## src/rtl/pipe_pkg.sv

```systemverilog
// Shared types and defaults for the decode-stage issue control block.
package pipe_pkg;

    localparam int unsigned ADDR_W         = 5;
    localparam int unsigned PIPE_DEPTH     = 3;
    localparam int unsigned BRANCH_PENALTY = 2;

    typedef struct packed {
        logic              valid;
        logic [ADDR_W-1:0] addr;
    } sb_entry_t;

    typedef enum logic [1:0] {
        IDLE,
        DRAIN,
        FIRE,
        HOLD
    } int_state_t;

endpackage

```

## src/rtl/hazard_scoreboard.sv

```systemverilog
// Writeback scoreboard: one entry per in-flight stage, shifted every cycle,
// with two address match ports and an all-invalid flag.
module hazard_scoreboard
    import pipe_pkg::*;
#(
    parameter int unsigned PIPE_DEPTH = pipe_pkg::PIPE_DEPTH,
    parameter int unsigned ADDR_W     = pipe_pkg::ADDR_W
) (
    input  logic              clk,
    input  logic              rst,
    input  logic              push_valid,
    input  logic [ADDR_W-1:0] push_addr,
    input  logic [ADDR_W-1:0] x_addr,
    input  logic [ADDR_W-1:0] y_addr,
    output logic              hit_x,
    output logic              hit_y,
    output logic              empty
);

    logic [PIPE_DEPTH-1:0] valid;
    logic [ADDR_W-1:0]     addr [PIPE_DEPTH];

    always_ff @(posedge clk) begin
        if (rst) begin
            valid <= '0;
            for (int unsigned i = 0; i < PIPE_DEPTH; i++) begin
                addr[i] <= '0;
            end
        end else begin
            valid[0] <= push_valid;
            addr[0]  <= push_addr;
            for (int unsigned i = 1; i < PIPE_DEPTH; i++) begin
                valid[i] <= valid[i-1];
                addr[i]  <= addr[i-1];
            end
        end
    end

    always_comb begin
        hit_x = 1'b0;
        hit_y = 1'b0;
        for (int unsigned i = 0; i < PIPE_DEPTH; i++) begin
            if (valid[i] && addr[i] == x_addr) hit_x = 1'b1;
            if (valid[i] && addr[i] == y_addr) hit_y = 1'b1;
        end
    end

    assign empty = (valid == '0);

endmodule

```

## src/rtl/hazard_ctrl.sv

```systemverilog
// Decode-stage issue control: RAW stalls, branch flush bubbles and the
// interrupt drain/fire sequence. Optional perf counters under HAZARD_PERF_EN.
module hazard_ctrl
    import pipe_pkg::*;
#(
    parameter int unsigned PIPE_DEPTH     = pipe_pkg::PIPE_DEPTH,
    parameter int unsigned ADDR_W         = pipe_pkg::ADDR_W,
    parameter int unsigned BRANCH_PENALTY = pipe_pkg::BRANCH_PENALTY
) (
    input  logic              clk,
    input  logic              rst,
    input  logic              id_valid,
    input  logic              id_x_used,
    input  logic [ADDR_W-1:0] id_x_addr,
    input  logic              id_y_used,
    input  logic [ADDR_W-1:0] id_y_addr,
    input  logic              id_rf_wr,
    input  logic [ADDR_W-1:0] id_wb_addr,
    input  logic              ex_branch_taken,
    input  logic              int_req,
    input  logic              int_en,
`ifdef HAZARD_PERF_EN
    output logic [15:0]       perf_stall_cnt,
    output logic [15:0]       perf_flush_cnt,
`endif
    output logic              nop,
    output logic              stall_fetch,
    output logic              flush_ifid,
    output logic              interupt,
    output logic              int_ack
);

    localparam logic [2:0] PENALTY = 3'(BRANCH_PENALTY);

    logic       hit_x;
    logic       hit_y;
    logic       sb_empty;
    logic       hazard;
    logic       flush;
    logic       issue;
    logic [2:0] flush_cnt;

    int_state_t state;
    int_state_t state_next;

    hazard_scoreboard #(
        .PIPE_DEPTH (PIPE_DEPTH),
        .ADDR_W     (ADDR_W)
    ) u_sb (
        .clk        (clk),
        .rst        (rst),
        .push_valid (issue & id_rf_wr),
        .push_addr  (id_wb_addr),
        .x_addr     (id_x_addr),
        .y_addr     (id_y_addr),
        .hit_x      (hit_x),
        .hit_y      (hit_y),
        .empty      (sb_empty)
    );

    assign flush  = (flush_cnt != '0);
    assign hazard = id_valid & ((id_x_used & hit_x) | (id_y_used & hit_y));
    assign issue  = id_valid & ~hazard & ~flush & (state == IDLE);

    always_ff @(posedge clk) begin
        if (rst) begin
            flush_cnt <= '0;
        end else if (ex_branch_taken) begin
            flush_cnt <= PENALTY;
        end else if (flush) begin
            flush_cnt <= flush_cnt - 3'd1;
        end
    end

    always_ff @(posedge clk) begin
        if (rst) begin
            state <= IDLE;
        end else begin
            state <= state_next;
        end
    end

    always_comb begin
        state_next = state;
        case (state)
            IDLE: begin
                if (int_req && int_en && !flush && !ex_branch_taken) state_next = DRAIN;
            end
            DRAIN: begin
                // A branch resolving this cycle reloads the flush counter, so wait it out.
                if (!int_en) state_next = IDLE;
                else if (sb_empty && !flush && !ex_branch_taken) state_next = FIRE;
            end
            FIRE: state_next = HOLD;
            HOLD: begin
                if (!int_req) state_next = IDLE;
            end
            default: state_next = IDLE;
        endcase
    end

    // Outputs are held low while reset is asserted, before state has cleared.
    always_comb begin
        nop         = 1'b0;
        stall_fetch = 1'b0;
        flush_ifid  = 1'b0;
        interupt    = 1'b0;
        int_ack     = 1'b0;
        if (!rst) begin
            nop         = flush | hazard | (state == DRAIN);
            stall_fetch = ~flush & (hazard | (state == DRAIN) | (state == FIRE));
            flush_ifid  = flush;
            interupt    = (state == FIRE);
            int_ack     = (state == FIRE);
        end
    end

`ifdef HAZARD_PERF_EN
    always_ff @(posedge clk) begin
        if (rst) begin
            perf_stall_cnt <= '0;
            perf_flush_cnt <= '0;
        end else begin
            if (hazard && !flush && perf_stall_cnt != '1) perf_stall_cnt <= perf_stall_cnt + 16'd1;
            if (flush && perf_flush_cnt != '1) perf_flush_cnt <= perf_flush_cnt + 16'd1;
        end
    end
`endif

endmodule
```

## config.mk

```make
export PLATFORM = sky130hd
export DESIGN_NAME = hazard_ctrl
export DESIGN_NICKNAME = d
export VERILOG_FILES = /design/src/rtl/pipe_pkg.sv /design/src/rtl/hazard_scoreboard.sv /design/src/rtl/hazard_ctrl.sv
export SDC_FILE = /design/constraint.sdc
export NUM_CORES = 1
export LEC_CHECK = 0
export CAP_MARGIN = 15
export CORE_AREA = 2 2 50 87
export CTS_BUF_LIST = sky130_fd_sc_hd__clkbuf_16
export CTS_CLUSTER_SIZE = 12
export DETAILED_ROUTE_END_ITERATION = 8
export DIE_AREA = 0 0 52 89
export SYNTH_ARGS = -nofsm -noshare
export SYNTH_HDL_FRONTEND = slang
export SYNTH_HIERARCHICAL = 1
export SYNTH_SLANG_ARGS = --single-unit
```

## constraint.sdc

```tcl
create_clock -name clk -period 1.85 [get_ports clk]
set_input_delay 0.37 -clock clk [delete_from_list [all_inputs] [get_ports clk]]
set_output_delay 0.37 -clock clk [all_outputs]
set_load 0.1 [all_outputs]
```

Word-level counts from Yosys, hierarchy flattened. Memories as Yosys holds them, arrays and structs flattened. Cells that the tools add are included.

Eq/ne operators: 12. Bitwise operators: 18. Add/subtract/negate cells: 1. Reductions and logical operators: 19. Mux-type cells: 23.

Operators with widths (number): 5-bit == test (6); 5-bit two-way mux (3); 1-bit two-way mux (13); 2-bit two-way mux (6); 1-bit logical AND (11); 1-bit bitwise AND (8); 1-bit OR (8); 2-bit case mux with 4 select lines (1); 2-bit == test, second input constant (2); 3-bit logical NOT (1); 3-bit inequality test, second input constant (1); 3-bit AND reduction (1); 3-bit nonzero test (1); 3-bit by 1-bit subtractor with 3-bit output, second input constant (1); 2-bit by 1-bit == test with 1-bit output, second input constant (1); 1-bit logical NOT (2); 2-bit logical NOT (1); 2-bit by 1-bit inequality test with 1-bit output, second input constant (1); 2-bit inequality test, second input constant (1); 1-bit NOT (2); 2-bit nonzero test (1); 2-bit OR reduction (1).

Memory bits (writable): 15. Register bits after elaboration: 8. Memories: 1. Output and inout bits: 5. Bits of input ports: 24. Word-level logic and storage cells: 78.

Memories: u_sb.addr (depth 3, bits a word 5, rd ports 3, clocked after Yosys merged registers in 0, write ports 3, RTL line hazard_scoreboard.sv:21) `logic [ADDR_W-1:0] addr [PIPE_DEPTH];`.

Longest topological paths before layout. An unclocked memory read counts as a cell.

Depth in word-level cells: 14. Mapped depth: 7. Gate-level depth less buffers: 7.

Modules after synthesis. The synthesis kept the hierarchy.

Modules (own cells, without submodules): hazard_scoreboard (cells each 82, times used 1, area an instance 833.3 um2); hazard_ctrl (cells each 37, times used 1, area an instance 310.3 um2).

Worst setup path before layout. No wires, ideal clock.

Path kind: in2out. From: input port id_y_addr[0]. To: output port stall_fetch. Data arrival time: 3.330 ns. Stages: 7. Slack: -1.850 ns. Required time: 1.480 ns. Path through: xor2_1 nor4_1 nand3_1 nand3_1 a22o_1 nand2_1 a211oi_1.

Word-level cells in the longest chain between the ends: 12. Elaborated cells between the ends (all ways): 16. Classes of those cells: eq/ne (3); mux (4); bitwise (6); reduce/logical (3).

RTL lines: start, declared (RTL line hazard_ctrl.sv:16) `input logic [ADDR_W-1:0] id_y_addr,`; 5-bit == test (RTL line hazard_scoreboard.sv:44) `if (valid[i] && addr[i] == y_addr) hit_y = 1'b1;`; 1-bit logical AND (RTL line hazard_scoreboard.sv:44); 1-bit two-way mux (2 in a row) (RTL line hazard_scoreboard.sv:44); 1-bit two-way mux (*) (RTL line hazard_scoreboard.sv:44); named net hit_y (RTL line hazard_ctrl.sv:36) `logic hit_y;`; 1-bit bitwise AND (*) (RTL line hazard_ctrl.sv:62) `assign hazard = id_valid & ((id_x_used & hit_x) | (id_y_used & hit_y));`; 1-bit OR (*) (RTL line hazard_ctrl.sv:62); 1-bit bitwise AND (*) (RTL line hazard_ctrl.sv:62); 1-bit OR (*) (2 in a row) (RTL line hazard_ctrl.sv:111) `stall_fetch = ~flush & (hazard | (state == DRAIN) | (state == FIRE));`; 1-bit bitwise AND (*) (RTL line hazard_ctrl.sv:111); 1-bit two-way mux (*) (RTL line hazard_ctrl.sv:109) `if (!rst) begin`; end, declared (RTL line hazard_ctrl.sv:27) `output logic stall_fetch,`.

Mark *: on every way through the listed nets, which the timed path passes. The rest lies on a longest branch.

==> summary.md <==
| Metric | Value |
|---|---|
| # hold bufs at CTS | `0` |
| Met1 GRT Util | `12.7%` |
| WHS | `479 ps` |
| Pre-antenna DRT Iters | `4` |
| # DRC | `0` |
| CP Max Fanout | `3` |
| Die ar. | `0.00463 sq mm` |
| Net Count, Synth | `143` |
| Top Ports | `29` |
| Fmax achieved | `416 MHz` |
| Final ANT Viol Nets | `0` |
| Overall routed net length | `2660 um` |
| Syn Area/Cell | `9.61 sq um` |
| Syn Std Cell Area | `0.00114 sq mm` |
| Post-Route Utilization | `44.9%` |
| CTS Root Cell | `clkbuf_16` |
| Clock Latency Late Sink | `250 ps` |
| Worst slew margin | `78.3%` |
| Outcome | `finished with violations` |
| Register bit total from synthesis | `23` |
| Filler cells | `394` |
| Die width | `52 um` |
| Post-layout nets | `184` |
| Die height | `89 um` |
| Synth warnings | `6` |
| CTS tree | `yes` |
| Worst path arrival time | `2030 ps` |
| Simple-gate share of the synthesized area | `27.6%` |
| Setup violators final | `2` |
| Ratio of cells with drive above 1 in the final layout | `28.3%` |
| Vias in the first global route | `1,019` |
| RSZ-0062 raised after global routing | `true` |
| Cells after synthesis | `119` |
| HPWL Detailed | `2200 um` |
| Count of input and output buffers | `28` |
| Core footprint | `0.00387 sq mm` |
| Largest net degree at the start of global routing | `15` |
| Total Power | `1.22 mW` |
| Synth Area in XOR/XNOR | `23.7%` |
| Worst-case clock skew | `2.07 ps` |
| Vias | `947` |
| Synth cell types | `24` |
| Mux contribution to synthesized area | `1.75%` |
| Clock Path Buffers | `2` |
| Sequential share of the synthesized area | `40.3%` |
| Gpl congestion | `0.855` |
| Worst vdd ir | `0.526 mV` |
| Failing checks | `setup timing` |
| Commonest non-fill, non-tap cell in the layout | `xor2_1` |
| Post-Synth Adder-Cell Area | `0%` |
| CP endpoint kind | `output port` |
| Final worst-path cycle share | `130%` |
| Largest family of logic cells by synthesized area | `simple AND/OR/NAND/NOR gates` |
| HP Class | `reg2reg` |
| GR Util met3 | `1.51%` |
| Initial Util | `29.6%` |
| Final hold violation count | `0` |
| Global route overflow | `0` |
| Leak pwr | `0.718 nW` |
| Vias/cell | `4.57` |
| First-pass GRT wire length | `4460 um` |
| Global route hottest layer | `met2` |
| Met2 usage | `26.4%` |
| Ant diodes | `0` |
| Avg WL per Cell | `12.8 um` |
| Compound-gate portion of the synthesized area | `5.36%` |
| Htree depth | `1` |
| Worst setup SP type | `register` |
| Most frequent cells in the layout | `xor2_1, dfxtp_1, clkdlybuf4s50_1` |
| Clock-pin slew of the registers on the worst-case setup and hold paths | `60 ps` |
| Row count | `30` |
| Final Slew Violations | `0` |
| Worst EP required | `1480 ps` |
| CTS Buf Count | `3` |
| Setup WS post-layout | `-553 ps` |
| Gr usage total | `13.2%` |
| Starting DRT DRC Count | `10` |
| Antenna violations before repair | `0` |
| Area Overhead vs Synth | `51.9%` |
| Worst-Margin Slew | `323 ps` |
| Sink Count | `23` |
| Setup CP Type | `reg2out` |
| Max Cap Viol | `0` |
| P per Cell Area | `702 mW/mm^2` |
| Minimum clock period after layout | `2400 ps` |
==> state kept, by name, indices dropped and copies added (netlist names), named ones only <==
| register | count |
|---|---|
| u_sb/valid | 3 |
| flush_cnt | 3 |
| u_sb/addr | 15 |
| state | 1 |
==> repair_timing <==
action / CTS / global route
pin swaps: 20 / 3
resized for setup: 39 / 0
hold endpoints to repair: 0 / 0
endpoints found under the setup margin: 2 / 4
setup buffers: 0 / 0
==> cells by family after synthesis <==
kind of cell | after synthesis
flip-flops | 23
XOR/XNOR | 31
buffers and inverters | 3
AO/OA/AOI/OAI | 7
multiplexers | 2
AND/OR/NAND/NOR | 53
==> metal layers <==
| layer | up-vias | part of all wire, % |
|---|---|---|
| met4 | 0 | 3.3 |
| met3 | 6 | 4.7 |
| met2 | 31 | 56 |
| li1 | 479 | - |
| met1 | 431 | 36 |
| met5 | - | 0 |
==> critical path: stages (launching register included) <==
cell      delay (ps)
dfxtp_2          340
xor2_1           170
nor4_2           310
nand3_1          120
nand3_1          100
a22o_1           180
nand2_2          100
a211oi_4         250
buf_12           210
==> path summary, 6_finish.rpt <==
path                                   start                   endpoint  slack, ps  cells past startpoint
setup / recovery  u_sb/addr[0][8]$_SDFF_PP0_                stall_fetch       -550                      8
hold / removal     flush_cnt[2]$_SDFFE_PP0P_  flush_cnt[1]$_SDFFE_PP0P_        480                      2
hold reg to reg    flush_cnt[2]$_SDFFE_PP0P_  flush_cnt[1]$_SDFFE_PP0P_        480                      2
setup reg to reg  u_sb/addr[0][8]$_SDFF_PP0_   u_sb/valid[0]$_SDFF_PP0_        320                      7
==> cells in the mapped netlist, drive strengths merged <==
library cell	n	area share, %
buf	1	0.66
nor4b	1	0.77
nand3b	1	0.66
a211oi	1	0.66
nand3	9	3.9
o31a	1	0.77
xor2	24	18
a21oi	3	1.3
nor2b	11	6.0
nand2b	1	0.55
or3	1	0.98
dfxtp	23	40
nor3	4	2.2
a22o	1	0.77
and2b	8	5.4
clkbuf	2	0.66
o31ai	1	1.9
nand2	5	1.6
nor4	7	3.8
xnor2	7	5.4
nor2	5	1.6
mux2i	2	1.8
==> stage by stage <==
stage                     setup WS [ps]  std cells  area, sq um  setup TNS, ps
after floorplan                    -596        119         1210           -863
final                              -553        207         1740           -984
after global placement             -873        203         1650          -1840
after CTS                          -530        207         1740           -962
after global routing               -695        207         1740          -1270
after detailed placement           -875        203         1650          -1830
==> report_power, final <==
group	internal, mW	leakage (nW)	total, mW	switching [mW]
combinational	0.120	0.485	0.233	0.113
sequential	0.515	0.191	0.534	0.0184
clock	0.288	0.0423	0.452	0.164
==> area by class of cell <==
cell class                 count  area (sq um)  area share (%)
timing repair buffer          39           404            23.3
clock inverter                 1          3.75           0.216
sequential                    23           468            26.9
multi-input combinational     93           726            41.8
tap                           48          60.1            3.46
clock buffer                   3          75.1            4.32
No activity file was read; power rests on OpenSTA's default activity.
